### config.mk
export PLATFORM = sky130hd
export DESIGN_NAME = display_frame_sched
export DESIGN_NICKNAME = d
export VERILOG_FILES = /design/src/rtl/display_pkg.sv /design/src/rtl/display_pos_counter.sv /design/src/rtl/display_frame_sched.sv
export SDC_FILE = /design/constraint.sdc
export NUM_CORES = 1
export LEC_CHECK = 0
export ABC_AREA = 1
export BUFFER_PORTS_ARGS = -buffer_cell sky130_fd_sc_hd__clkbuf_2
export CAP_MARGIN = 20
export CELL_PAD_IN_SITES_DETAIL_PLACEMENT = 0
export CELL_PAD_IN_SITES_GLOBAL_PLACEMENT = 1
export CORE_UTILIZATION = 45
export DETAILED_ROUTE_END_ITERATION = 7
export PLACE_DENSITY = 0.88
export SLEW_MARGIN = 25
export SYNTH_ARGS = -nofsm -noshare
export SYNTH_HDL_FRONTEND = slang
export SYNTH_HIERARCHICAL = 1
export SYNTH_SLANG_ARGS = --single-unit
### constraint.sdc
create_clock -name clk -period 9.3 [get_ports clk]
set_input_delay 1.395 -clock clk [delete_from_list [all_inputs] [get_ports clk]]
set_output_delay 1.395 -clock clk [all_outputs]
set_load 0.01 [all_outputs]
### src/rtl/display_pkg.sv
// Shared types for the display frame scheduler: FSM states, latched frame geometry,
// and a widening add so that line/frame totals never wrap.
package display_pkg;

  localparam int W = 10;

  typedef enum logic [2:0] {
    S_IDLE     = 3'd0,
    S_WAIT_BUF = 3'd1,
    S_LOAD     = 3'd2,
    S_ACTIVE   = 3'd3,
    S_HBLANK   = 3'd4,
    S_VBLANK   = 3'd5,
    S_END      = 3'd6
  } state_t;

  typedef struct packed {
    logic [W-1:0] hb;
    logic [W-1:0] vb;
    logic [W-1:0] aip;
    logic [W-1:0] ail;
  } size_t;

  function automatic logic [W:0] add_ext(input logic [W-1:0] a, input logic [W-1:0] b);
    return {1'b0, a} + {1'b0, b};
  endfunction

endpackage

### src/rtl/display_pos_counter.sv
// Pixel/line position counter pair. Counters are one bit wider than the size fields so
// blanking positions past the active area never alias back onto it.
module display_pos_counter #(
  parameter int W = 10
) (
  input  logic       clk,
  input  logic       rst_n,
  input  logic       i_clear,
  input  logic       i_en,
  input  logic [W:0] i_line_len,
  input  logic [W:0] i_frame_len,
  output logic [W:0] o_pixel,
  output logic [W:0] o_line,
  output logic       o_line_end,
  output logic       o_frame_end
);

  localparam logic [W:0] L_ONE = {{W{1'b0}}, 1'b1};

  logic [W:0] r_pixel;
  logic [W:0] r_line;

  assign o_line_end  = (r_pixel == i_line_len - L_ONE);
  assign o_frame_end = o_line_end && (r_line == i_frame_len - L_ONE);
  assign o_pixel     = r_pixel;
  assign o_line      = r_line;

  // The line count parks on its last value at frame end; LOAD clears it for the next frame.
  always_ff @(posedge clk or negedge rst_n) begin
    if (!rst_n) begin
      r_pixel <= '0;
      r_line  <= '0;
    end else if (i_clear) begin
      r_pixel <= '0;
      r_line  <= '0;
    end else if (i_en) begin
      if (o_line_end) begin
        r_pixel <= '0;
        if (!o_frame_end) r_line <= r_line + L_ONE;
      end else begin
        r_pixel <= r_pixel + L_ONE;
      end
    end
  end

endmodule

### src/rtl/display_frame_sched.sv
// Frame scheduler: picks a full ping-pong buffer, runs frame timing from the latched
// blanking/active sizes, and releases the buffer when the frame ends.
module display_frame_sched
  import display_pkg::*;
#(
  parameter int W = display_pkg::W
) (
  input  logic         clk,
  input  logic         reset,
  input  logic         Start,
  input  logic [W-1:0] HBOut_PD,
  input  logic [W-1:0] VBOut_PD,
  input  logic [W-1:0] AIPOut_PD,
  input  logic [W-1:0] AILOut_PD,
  input  logic         Buf0Empty,
  input  logic         Buf1Empty,
  output logic         BufSel,
  output logic         BufDone,
  output logic         CSDisplay,
  output logic         readFrame,
  output logic         FrameReadResetLine,
  output logic         FrameReadIncLine,
  output logic [W-1:0] PixelCnt,
  output logic [W-1:0] LineCnt,
  output logic         FrameDone,
  output logic         Underrun,
  output logic         CfgErr,
  output logic [2:0]   o_dbg_state
);

  localparam logic [W:0] L_ONE = {{W{1'b0}}, 1'b1};

  state_t     r_state;
  state_t     w_next;
  state_t     w_eol_next;
  size_t      r_size;
  logic       r_pick;
  logic       r_buf_sel;
  logic       r_last_sel;
  logic       r_underrun;
  logic       r_cfg_err;
  logic       r_frame_seen;

  logic       w_cfg_err;
  logic       w_alt_full;
  logic       w_same_full;
  logic [W:0] w_line_len;
  logic [W:0] w_frame_len;
  logic [W:0] w_pixel;
  logic [W:0] w_line;
  logic       w_line_end;
  logic       w_frame_end;
  logic       w_pix_last_act;
  logic       w_more_lines;
  logic       w_cnt_en;

  assign w_cfg_err      = (AIPOut_PD == '0) || (AILOut_PD == '0);
  // lastSel starts at 1, so the "other" buffer on the first frame is buffer 0.
  assign w_alt_full     = r_last_sel ? !Buf0Empty : !Buf1Empty;
  assign w_same_full    = r_last_sel ? !Buf1Empty : !Buf0Empty;
  assign w_line_len     = add_ext(r_size.aip, r_size.hb);
  assign w_frame_len    = add_ext(r_size.ail, r_size.vb);
  assign w_pix_last_act = (w_pixel == ({1'b0, r_size.aip} - L_ONE));
  assign w_more_lines   = (w_line < ({1'b0, r_size.ail} - L_ONE));
  assign w_cnt_en       = (r_state == S_ACTIVE) || (r_state == S_HBLANK) || (r_state == S_VBLANK);
  assign w_eol_next     = w_more_lines ? S_ACTIVE : ((r_size.vb == '0) ? S_END : S_VBLANK);

  display_pos_counter #(.W(W)) u_pos (
    .clk         (clk),
    .rst_n       (reset),
    .i_clear     (r_state == S_LOAD),
    .i_en        (w_cnt_en),
    .i_line_len  (w_line_len),
    .i_frame_len (w_frame_len),
    .o_pixel     (w_pixel),
    .o_line      (w_line),
    .o_line_end  (w_line_end),
    .o_frame_end (w_frame_end)
  );

  always_ff @(posedge clk or negedge reset) begin
    if (!reset) r_state <= S_IDLE;
    else        r_state <= w_next;
  end

  always_comb begin
    w_next = r_state;
    case (r_state)
      S_IDLE:     if (Start && !w_cfg_err) w_next = S_WAIT_BUF;
      S_WAIT_BUF: begin
        if (!Start || w_cfg_err)        w_next = S_IDLE;
        else if (w_alt_full || w_same_full) w_next = S_LOAD;
      end
      S_LOAD:     w_next = S_ACTIVE;
      S_ACTIVE:   if (w_pix_last_act) w_next = (r_size.hb == '0) ? w_eol_next : S_HBLANK;
      S_HBLANK:   if (w_line_end) w_next = w_eol_next;
      S_VBLANK:   if (w_frame_end) w_next = S_END;
      S_END:      w_next = Start ? S_WAIT_BUF : S_IDLE;
      default:    w_next = S_IDLE;
    endcase
  end

  always_comb begin
    CSDisplay          = 1'b0;
    readFrame          = 1'b0;
    FrameReadResetLine = 1'b0;
    FrameReadIncLine   = 1'b0;
    BufDone            = 1'b0;
    FrameDone          = 1'b0;
    case (r_state)
      S_LOAD:   FrameReadResetLine = 1'b1;
      S_ACTIVE: begin
        CSDisplay        = 1'b1;
        readFrame        = 1'b1;
        FrameReadIncLine = w_pix_last_act;
      end
      S_HBLANK: CSDisplay = 1'b1;
      S_END: begin
        BufDone   = 1'b1;
        FrameDone = 1'b1;
      end
      default: ;
    endcase
  end

  always_ff @(posedge clk or negedge reset) begin
    if (!reset) begin
      r_size       <= '0;
      r_pick       <= 1'b0;
      r_buf_sel    <= 1'b0;
      r_last_sel   <= 1'b1;
      r_underrun   <= 1'b0;
      r_cfg_err    <= 1'b0;
      r_frame_seen <= 1'b0;
    end else begin
      r_cfg_err <= w_cfg_err;
      if (r_state == S_WAIT_BUF && Start && !w_cfg_err) begin
        if (w_alt_full)       r_pick <= ~r_last_sel;
        else if (w_same_full) r_pick <= r_last_sel;
        else if (r_frame_seen) r_underrun <= 1'b1;
      end
      if (r_state == S_LOAD) begin
        r_buf_sel <= r_pick;
        r_size    <= '{hb: HBOut_PD, vb: VBOut_PD, aip: AIPOut_PD, ail: AILOut_PD};
      end
      if (r_state == S_END) begin
        r_last_sel   <= r_buf_sel;
        r_frame_seen <= 1'b1;
      end
    end
  end

  assign BufSel      = r_buf_sel;
  assign Underrun    = r_underrun;
  assign CfgErr      = r_cfg_err;
  assign PixelCnt    = w_pixel[W-1:0];
  assign LineCnt     = w_line[W-1:0];
  assign o_dbg_state = r_state;

endmodule

After elaboration in Yosys (flattened, before gate mapping)
Cells that the tools add are included.
- word-level logic and storage cells: 93
- register bits: 71
- output and inout bits: 32
- bitwise gates (word level): 3
- reduce and logical (&&, ||, !) cells: 26
- order comparisons: 1
- muxes and demuxes: 27
- add/subtract/negate cells: 8
- equality and inequality tests: 15
- operators by type and width (cell ; number):
    2-to-1 mux 11 bit ; 7
    zero test 10 bit ; 4
    == test 11 bit ; 3
    2-to-1 mux 3 bit ; 8
    adder 10 x 10 -> 11 bit ; 2
    adder 11 x 1 -> 11 bit, second input constant ; 2
    subtractor 10 x 1 -> 11 bit, second input constant ; 2
    subtractor 11 x 1 -> 11 bit, second input constant ; 2
    one-hot mux 3 bit (7 select lines) ; 1
    < comparator 11 bit ; 1
    2-to-1 mux 1 bit ; 10
    == test 3 bit, second input constant ; 3
    == test 3 x 2 -> 1 bit, second input constant ; 2
    != test 2 x 1 -> 1 bit, second input constant ; 3
    nonzero test 2 bit ; 3
    logical OR 1 bit ; 5
    AND reduction 5 bit ; 1
    logical AND 1 bit ; 4
    zero test 1 bit ; 4
    != test 2 bit, second input constant ; 2
    AND reduction 4 bit ; 1
    == test 3 x 1 -> 1 bit, second input constant ; 1
    zero test 3 bit ; 1
    != test 3 bit, second input constant ; 1
    other kinds (5) ; 7

Depth between registers and ports, before layout
Gate-level depths: netlist of run 1.
- depth after elaboration: 8
- mapped depth: 26
- mapped depth without buffers: 26

Modules after synthesis
Netlist of run 1, hierarchy kept.
- modules (own cells, without submodules) (module ; sequential area each (um^2) ; instances ; area each (um^2) ; cells an instance):
    display_frame_sched ; 1227.4 ; 1 ; 3766.1 ; 518
    display_pos_counter ; 550.5 ; 1 ; 2129.5 ; 362

Worst setup path before layout of run 1
OpenSTA, ideal clock, no wires.
- path kind: flip-flop to flip-flop
- start: reg r_size[0] in the netlist's numbering
- end: reg r_state[0] (netlist: o_dbg_state[0])
- path slack: 6043 ps
- path buffers: 0
- library setup time: 117 ps
- period minus slack after synthesis: 3257 ps
- cell stages (with the launch flop): 25
- data arrival time: 3140 ps
- cells stage by stage: dfrtp_1 > ha_1 > inv_1 > fa_1 > nand3b_1 > nand2_1 > nand2_1 > nand2_1 > a21oi_1 > o21ai_0 > xor2_1 > or2_2 > nor2_1 > nand3_1 > nand2_1 > nand2_1 > inv_1 > nand3_1 > nor3_1 > o22a_1 > nand2_1 > nor2_1 > nand2_1 > nand2_1 > nand2_1
- cells in the longest elaborated chain, start to end: 6
- elaborated cells between the ends (all ways): 13
- those cells by class: add/sub (3); order compare (1); eq/ne (2); mux (5); reduce/logical (2)
- ends and longest elaborated chain (item ; line ; text):
    start: declaration ; display_frame_sched.sv:36 ; size_t r_size;
    start signal: assignment ; display_frame_sched.sv:144 ; r_size <= '{hb: HBOut_PD, vb: VBOut_PD, aip: AIPOut_PD, ail: AILOut_PD};
    adder 10 x 10 -> 11 bit ; display_pkg.sv:25 ; return {1'b0, a} + {1'b0, b};
    named net w_frame_len[8] ; display_frame_sched.sv:48 ; logic [W:0] w_frame_len;
    subtractor 11 x 1 -> 11 bit ; display_pos_counter.sv:24 ; assign o_frame_end = o_line_end && (r_line == i_frame_len - L_ONE);
    == test 11 bit ; display_pos_counter.sv:24 ;
    logical AND 1 bit ; display_pos_counter.sv:24 ;
    named net w_frame_end ; display_frame_sched.sv:52 ; logic w_frame_end;
    != test 2 x 1 -> 1 bit (no source line) ; n/a ;
    AND reduction 5 bit (no source line) ; n/a ;
    end signal: assignment ; display_frame_sched.sv:83 ; else r_state <= w_next;
    end: declaration ; display_frame_sched.sv:33 ; state_t r_state;
The timed path passes the listed nets, and every way through them passes these cells. The select of a mux whose other input is x is not followed.
A chain may end at the register's enable or synchronous reset.

Worst setup path after layout of run 1
- start: reg r_size[10] in the netlist's numbering
- end: reg u_pos.r_line[7] (netlist: u_pos/o_line[7])
- cells in the longest elaborated chain, start to end: 6
- elaborated cells between the ends (all ways): 7
- those cells by class: add/sub (2); eq/ne (2); reduce/logical (3)
- ends and longest elaborated chain (item ; line ; text):
    adder 10 x 10 -> 11 bit * ; display_pkg.sv:25 ;
    named net w_line_len[8] ; display_frame_sched.sv:47 ; logic [W:0] w_line_len;
    subtractor 11 x 1 -> 11 bit * ; display_pos_counter.sv:23 ; assign o_line_end = (r_pixel == i_line_len - L_ONE);
    == test 11 bit * ; display_pos_counter.sv:23 ;
    logical AND 1 bit ; display_pos_counter.sv:24 ;
    != test 2 x 1 -> 1 bit (no source line) ; n/a ;
    AND reduction 3 bit (no source line) * ; n/a ;
    end signal: assignment ; display_pos_counter.sv:39 ; if (!o_frame_end) r_line <= r_line + L_ONE;
    end: declaration ; display_pos_counter.sv:21 ; logic [W:0] r_line;
Mark *: on every way through the listed nets, which the timed path passes. The rest lies on a longest branch.

==> results.txt, run 1 <==
The first global-routing pass estimated 25500 um of wire. The tools report the overall via count from detail_route as 5568. The buffer cell driving the clock tree root was sky130_fd_sc_hd__clkbuf_16. The power per unit of standard cell area is 107 nW/um2.

The flow ran to the end, and the final reports show no timing, DRC or antenna violations. The via count normalized by instance count came out at 4.93. The floorplan step defined a die boundary enclosing 13600 um2.

The number of cells on the worst reg-to-reg path is 20. Post-CTS clock slew at the launch and capture registers of the worst setup and hold paths: 0.06 ns. TritonCTS built the clock tree. The number of standard-cell rows in the floorplan is 41. The tools report the number of global-route vias before repair as 5164. The area added between synthesis and finish was 14.7%. The clock insertion delay at the later pin of the skew report is 0.34 ns, and the hold path depth is 1. Entering global routing, the biggest net connects 72 pins. After global routing the overflow that remains totals 0. Data on the critical path is required at its endpoint by 9.52 ns. The global routing usage summed across all routing layers is 24.6%, and the die extent in x is 116 um. The first TritonRoute pass finished after 4 iterations. Derived from the worst setup path, the maximum achievable clock frequency is 0.249 GHz.

The remaining design rule violation count was 0. The average cell area after synthesis works out to 6.70 um2. The element type at the critical path end was a flop. In this run the number of cells on the critical path is 20. The worst pin sits at a relative slew slack of 38.4%.

The synthesized design contains 0 enable-type register cells. Counting stages on the worst path, the most repeated cell is sky130_fd_sc_hd__nand2_1. Post-layout minimum cycle time: 4.02 ns. Of the available clock period, the critical path in the final layout requires 43.2%.

Category of the critical setup timing path: reg -> reg. In this run the worst path has a maximum fanout of 21. Fraction of synthesized cell area taken by the top area cell type: 29.7%. In the synthesized netlist, the cells that appear most often are 274 x sky130_fd_sc_hd__nand2_1, 109 x sky130_fd_sc_hd__inv_1, 99 x sky130_fd_sc_hd__nor2_1, 70 x sky130_fd_sc_hd__dfrtp_1, 66 x sky130_fd_sc_hd__nand3_1. The most used flip-flop cell after synthesis is sky130_fd_sc_hd__dfrtp_1. After detailed routing, the average wire length per cell comes to 13.4 um. Summed over all instances, the cell type with the most area after synthesis is sky130_fd_sc_hd__dfrtp_1. The number of different library cells used by synthesis comes to 43. The number of antenna-violating nets in the routed design is 0, and the initial cell density of the core is 46.3%. The slowest stage of the critical path is the sky130_fd_sc_hd__o21bai_2 cell.

The maximum cell stage delay along the critical path is 0.70 ns. For the pin with the worst max-slew slack, the measured transition is 0.925 ns. The logs give 0 for the post-CTS repair timing setup buffer count and 0 for the post-cts hold buffer count. For the sum of net half-perimeters after detailed placement, the log shows 11800 um. By area the synthesized netlist is led by sky130_fd_sc_hd__dfrtp_1 30%, sky130_fd_sc_hd__nand2_1 17%, sky130_fd_sc_hd__ha_1 7.6%. The floorplan step set the die height to 116 um. For this run, the post-layout net count is 1036. In this design, the largest share of critical-path delay is due to simple AND/OR/NAND/NOR gates.

The kind of path behind the tightest hold check was reg -> reg. In the synthesized netlist, the number of instances is 880. The number of port buffers was 76; the count of cells resized by post-cts repair was 0.

Number of buffers and inverters on the critical path: 1. Summing every instance area after synthesis gives 5900 um2. Walking the worst path, the cells encountered are ha_1, inv_1, fa_1, nand3b_1, nand2_1, nand2_1, nand2_1, a21oi_1, o21ai_0, xor2_1, xnor2_1, nand2_1, nand2_1, nand3_1, nor2_1, nand3_2, o21bai_2, nand2_2, nand2_1, nand2_1. In this run the number of H-tree levels came out at 3. The repair_antennas step left the layout with diodes totalling 0. The number of nets in the synthesized netlist is 963. The tools report the number of buffers on the longest clock path as 2. The tool flagged a number of max-cap violations equal to 0. After detailed routing, the total wire length is 15100 um.

The peak ir drop on the vdd network came out at 0.0000929 V. In this run, CTS created clock tree buffers numbering 9. After filler insertion, the fill cell instance count of the layout stands at 1371. The part of the Yosys area used for sequential elements is 30.2%, and the number of sinks driven by the clock tree is 71. The final setup skew came out at 0.00901 ns.

The Yosys step of the flow raised 6 warnings. The run gives 0 as the final count of negative-setup-slack endpoints. The worst setup path is launched from a flop.

Data on the critical path arrives at its endpoint at 4.24 ns. The number of max-slew violations in the final report is 0. The completed layout was analyzed and its total power is 0.000725 W.

The analysis attributes to cell leakage a power of 3.40 nW. Synthesis inferred 71 register bits. The run gives 0 as the final count of hold timing violations. The tools report the standard cell area after detailed placement as 6430 um2.

The DRC marker count from the first detailed-route iteration was 344; the initial antenna violation count was 0. The number of I/O pins is 77. By instance count, the leading cell after synthesis is sky130_fd_sc_hd__nand2_1. The core area is 12700 um2, and the routability congestion estimate from global placement is 0.883. Cells with a size suffix above 1 make up 13.4% of the layout.

The async set-or-reset flop fraction in the synthesized netlist is 100%, and the setup TNS after final layout is 0 ns. Setup repair after global routing left no endpoint under its margin. After routing the design area is 6760 um2.
-- kinds of logic after synthesis --
logic type / count (synthesis) / synth area share, %
AOI/OAI and AO/OA: 87 / 8.51
xor gates and xnor gates: 52 / 7.72
adders and majority gates: 38 / 8.32
buffers and inverters: 130 / 8.68
DFF: 71 / 30.2
and+or+nand+nor: 502 / 36.6
-- per-layer routing --
| layer | wire (um) | GRT usage [%] | share of wire, % |
|---|---|---|---|
| met5 | 0 | 0 | 0 |
| met4 | 160 | 7.35 | 1.1 |
| met3 | 748 | 4.51 | 4.9 |
| met2 | 6340 | 36.5 | 42 |
| met1 | 7890 | 36.0 | 52 |
-- cell type report --
type,count,area (um2),area share (%)
multi-input cells,679,3610,53.4
well taps,172,215,3.18
flip-flops and latches,71,1780,26.3
inverters,115,432,6.38
repair buffers,77,390,5.77
clock inverters,5,108,1.59
clock buffers,10,229,3.39
-- where the power goes --
group	internal, W	switching (W)	total (W)
Combinational	0.00000753	0.0000114	0.0000189
Sequential	0.000309	0.0000000808	0.000309
Clock	0.000261	0.000136	0.000397
Total	0.000578	0.000147	0.000725
-- through the flow --
stage / std cells / hold slack, ns / worst slack (ns) / util, %
3_3_place_gp: 1114 / 0.444 / 5.37 / 50.5
6_report: 1129 / 0.457 / 5.28 / 53.2
2_1_floorplan: 880 / 0.440 / 6.04 / -
3_5_place_dp: 1114 / 0.446 / 5.30 / 50.5
5_1_grt: 1129 / 0.498 / 4.82 / 53.2
4_1_cts: 1129 / 0.460 / 5.27 / 53.2
-- worst paths after layout --
kind / start / endpoint / slack (ns)
min in group asynchronous: reset / u_pos/o_pixel[0] / 1.18
setup / recovery: r_size[10] / u_pos/o_line[7] / 5.28
hold / removal: Underrun / Underrun / 0.46
hold reg to reg: Underrun / Underrun / 0.46
max in group asynchronous: reset / r_size[0] / 7.51
setup reg to reg: r_size[10] / u_pos/o_line[7] / 5.28
-- state kept, by name, summed over array words and instances, names as in the netlist --
signal,count
BufSel,1
Underrun,1
r_frame_seen,1
r_size,40
u_pos/o_line,11
o_dbg_state,3
r_pick,1
u_pos/o_pixel,11
r_last_sel,1
CfgErr,1
-- layout by cell type, fill, tap and decap left out, drive strengths merged, types with 4 or more instances in the layout --
cell type,n
a21oi,28
clkbuf,85
dfrtp,70
ha,36
inv,115
nand2,278
nand3,70
nand3b,5
nand4,11
nor2,116
nor3,16
o21ai,40
o21bai,4
xnor2,17
xor2,35
(Power assumes the default switching activity.)
==> run 2: changes to the inputs <==
- CORE_UTILIZATION: 45 -> 42
- PLACE_DENSITY: 0.88 -> 0.83
- clock period: 9.3 -> 4.1 ns (I/O delays scaled with it)
==> run 2 against run 1 <==
Effect of this change:
- core utilization shrank 2.7 points
- final area grew 0.28%
- sequential share of layout area shrank 0.073 points
- combinational power grew 140%
- count of clock-buffer cells in the layout is the same
- non-clock buffer count grew 3
- highest routed layer unchanged
==> results.txt, run 2 (synthesis results as in run 1) <==
Via count normalized by instance count: 4.87 (-1.3%). The post-CTS clock slew at the launch and capture registers of the worst setup and hold paths works out to 0.07 ns (about the same). The tools report the total placed cells including tap cells as 1120 (+0.54%). The run gives 14500 um2 (+7.0%) as the full die area. Buffer cell driving the clock tree root: sky130_fd_sc_hd__clkbuf_16. The run gives 5 (+1) as the iteration count of the initial detailed-routing pass.

The max-cap check violation count came out at 0 (unchanged). The overall via count from detail_route is 5535 (-0.59%), and the setup TNS after final layout is 0 ns (unchanged). The leading cell type in the layout, fill and taps excluded was sky130_fd_sc_hd__nand2_1. The H-tree depth was 3 (unchanged); the routability congestion estimate from global placement was 0.872 (-1.2%).

The initial antenna violation count is 0 (unchanged), and the headroom to the max-slew limit is 63.1% (+25 points). The logs give 0.477 ns (-4.81 ns) for the final worst-path setup slack and 387 (+13%) for the DRC marker count from the first detailed-route iteration. The tools report the final count of negative-setup-slack endpoints as 0 (unchanged).

The tools report the net count of the finished layout as 1039 (+0.29%). The logs give 43.8% (-2.5 points) for the initial cell density of the core and 15100 um (-0.29%) for the post-detailed-routing wire length. The maximum number of pins on one net before global-route repair is 72 (unchanged). The number of global-route vias before repair was 5105 (-1.1%). For the worst slack at placement, the log shows 0.461 ns (-4.84 ns). The number of antenna diodes was 0 (unchanged). The area added between synthesis and finish works out to 15.0%.

The tools report the smallest hold slack as 0.162 ns (-0.295 ns). The post-layout minimum cycle time is 3.62 ns (-0.395 ns), and the sum of net half-perimeters after detailed placement is 11900 um (+0.94%). The post-route fraction of the period consumed by the critical path was 88.4% (+45 points). The register with the most flip-flops in the final layout is r_size. The transition time of the tightest slew-check pin works out to 0.553 ns (-0.372 ns). STA classifies the critical path endpoint as a flop.

The power per unit of standard cell area was 231 nW/um2 (+120%). For the leakage dissipation, the log shows 3.41 nW (+0.29%). STA classifies the critical path startpoint as a flop. TritonCTS built the clock tree. The detailed-route wire length per cell came out at 13.3 um (-0.99%). The number of sinks driven by the clock tree was 71 (unchanged); the die extent in x was 120 um (+3.5%). The data arrival time of the critical path came out at 3.86 ns (-0.38 ns).

The clock insertion delay at the later pin of the skew report is 0.34 ns (about the same), and the peak ir drop on the vdd network is 0.000180 V (+93%). The core area came out at 13500 um2 (+5.7%). The category of the critical setup timing path is reg -> reg.

The maximum fanout count along the critical path was 4 (-81%). The beginning of the critical path is r_size[10]. Flip-flop count of the largest register after layout: 40 (unchanged). The tools report the post-cts hold buffer count as 0 (unchanged). Remaining design rule violation count: 0 (unchanged).

The proportion of layout cells with a drive suffix above 1 is 13.8% (+0.46 points). The maximum frequency from static timing analysis was 0.276 GHz (+11%). The origin of the critical flop-to-flop path was r_size[10]. The logs give 2 (unchanged) for the number of buffers on the longest clock path and 0 (unchanged) for the remaining global-route overflow.

The final setup skew was 0.00949 ns (+0.000480 ns); the number of antenna-violating nets in the routed design was 0 (unchanged). The number of standard-cell rows in the floorplan was 42 (+2.4%). Setup repair after global routing left no endpoint under its margin. For the wire length of the first global-routing pass, the log shows 25400 um (-0.49%).

The worst hold path belongs to the class in -> async. The logs give 4.34 ns (-5.18 ns) for the required time reported for the critical path endpoint and 77 (unchanged) for the number of I/O pins. The run finished with clean final reports. The number of max-slew violations in the final report was 0 (unchanged). Leaving out fill and tap cells, the most frequent cells in the layout are 274 x sky130_fd_sc_hd__nand2_1, 109 x sky130_fd_sc_hd__inv_1, 99 x sky130_fd_sc_hd__nor2_1, 75 x sky130_fd_sc_hd__clkbuf_2, 70 x sky130_fd_sc_hd__dfrtp_1. The count of placed standard cells in the final layout, fillers left out is 1137 (+0.71%), and the final count of hold timing violations is 0 (unchanged). The number of port buffers works out to 76 (unchanged). The height of the die came out at 120 um (+3.5%). Global routing usage summed across all routing layers: 22.5% (-2.1 points).

The run gives 9 (unchanged) as the number of buffers created by CTS.
## run 2: changes by cell type in the layout (fill, tap and decap cells not counted), sizes merged
cell      change
clkinv        +1
inv           +1
buf           +3
bufinv        -2
clkinvlp      +1
## run 2: critical path, stage by stage, from the launching register on
cell and delay, ns:
sky130_fd_sc_hd__dfrtp_1 0.40, sky130_fd_sc_hd__ha_1 0.21, sky130_fd_sc_hd__inv_1 0.08, sky130_fd_sc_hd__fa_1 0.39, sky130_fd_sc_hd__nand3b_1 0.17, sky130_fd_sc_hd__nand2_1 0.10
sky130_fd_sc_hd__nand2_1 0.05, sky130_fd_sc_hd__nand2_1 0.05, sky130_fd_sc_hd__a21oi_1 0.08, sky130_fd_sc_hd__xnor2_1 0.36, sky130_fd_sc_hd__nor2_1 0.10, sky130_fd_sc_hd__nand2_1 0.16
sky130_fd_sc_hd__o21ai_0 0.11, sky130_fd_sc_hd__nand3_1 0.10, sky130_fd_sc_hd__nand2_1 0.06, sky130_fd_sc_hd__nor2_2 0.14, sky130_fd_sc_hd__nand3_2 0.13, sky130_fd_sc_hd__nor3_1 0.16
sky130_fd_sc_hd__o22a_1 0.20, sky130_fd_sc_hd__nand2_1 0.06, sky130_fd_sc_hd__nor2_1 0.20, sky130_fd_sc_hd__nand2_1 0.08, sky130_fd_sc_hd__nand2_1 0.05, sky130_fd_sc_hd__nand2_1 0.05
## run 2: stage by stage
| stage | utilization [%] | cell area (um2) | power, W |
|---|---|---|---|
| 2_1_floorplan | - | 5900 | 0.000720 |
| 3_3_place_gp | 47.9 | 6450 | 0.000759 |
| 3_5_place_dp | 47.9 | 6450 | 0.000759 |
| 4_1_cts | 50.2 | 6750 | 0.00158 |
| 5_1_grt | 50.4 | 6780 | 0.00162 |
| 6_report | 50.4 | 6780 | 0.00157 |
## run 2: what timing repair did
action,in CTS,in global routing
gates resized for setup,0,1
setup buffers,0,0
endpoints found under the setup margin,0,1
## run 2: layout make-up
class / instances / area [um2]
Sequential cell: 71 / 1780
Clock buffer: 10 / 239
Fill cell: 1450 / 6670
Multi-Input combinational cell: 679 / 3610
Timing Repair Buffer: 80 / 433
Inverter: 115 / 432
Clock inverter: 6 / 68.8
Tap cell: 176 / 220
## run 2: layer usage
metal / vias to the layer above / part of all wire (%) / GRT usage (%) / routed length [um]
met3: 12 / 4.6 / 3.54 / 692
li1: 2948 / - / - / -
met2: 111 / 41 / 32.1 / 6120
met4: 0 / 1.0 / 6.48 / 155
met5: - / 0 / 0 / 0
met1: 2464 / 54 / 34.4 / 8130
## run 2: worst paths after layout
kind                       cells after the start          endpoint  slack, ns
max                                           23    o_dbg_state[0]       0.48
min                                            1  u_pos/o_pixel[4]       0.16
max reg2reg                                   23    o_dbg_state[0]       0.48
min reg2reg                                    1          Underrun       0.46
max in group asynchronous                      2        r_last_sel       3.32
min in group clk                               1          Underrun       0.46
## run 2: power breakdown
part	internal, W	switching, W	total, W
clock	0.000491	0.000330	0.000821
sequential	0.000701	0.000000179	0.000702
combinational	0.0000199	0.0000264	0.0000463
total	0.00121	0.000356	0.00157
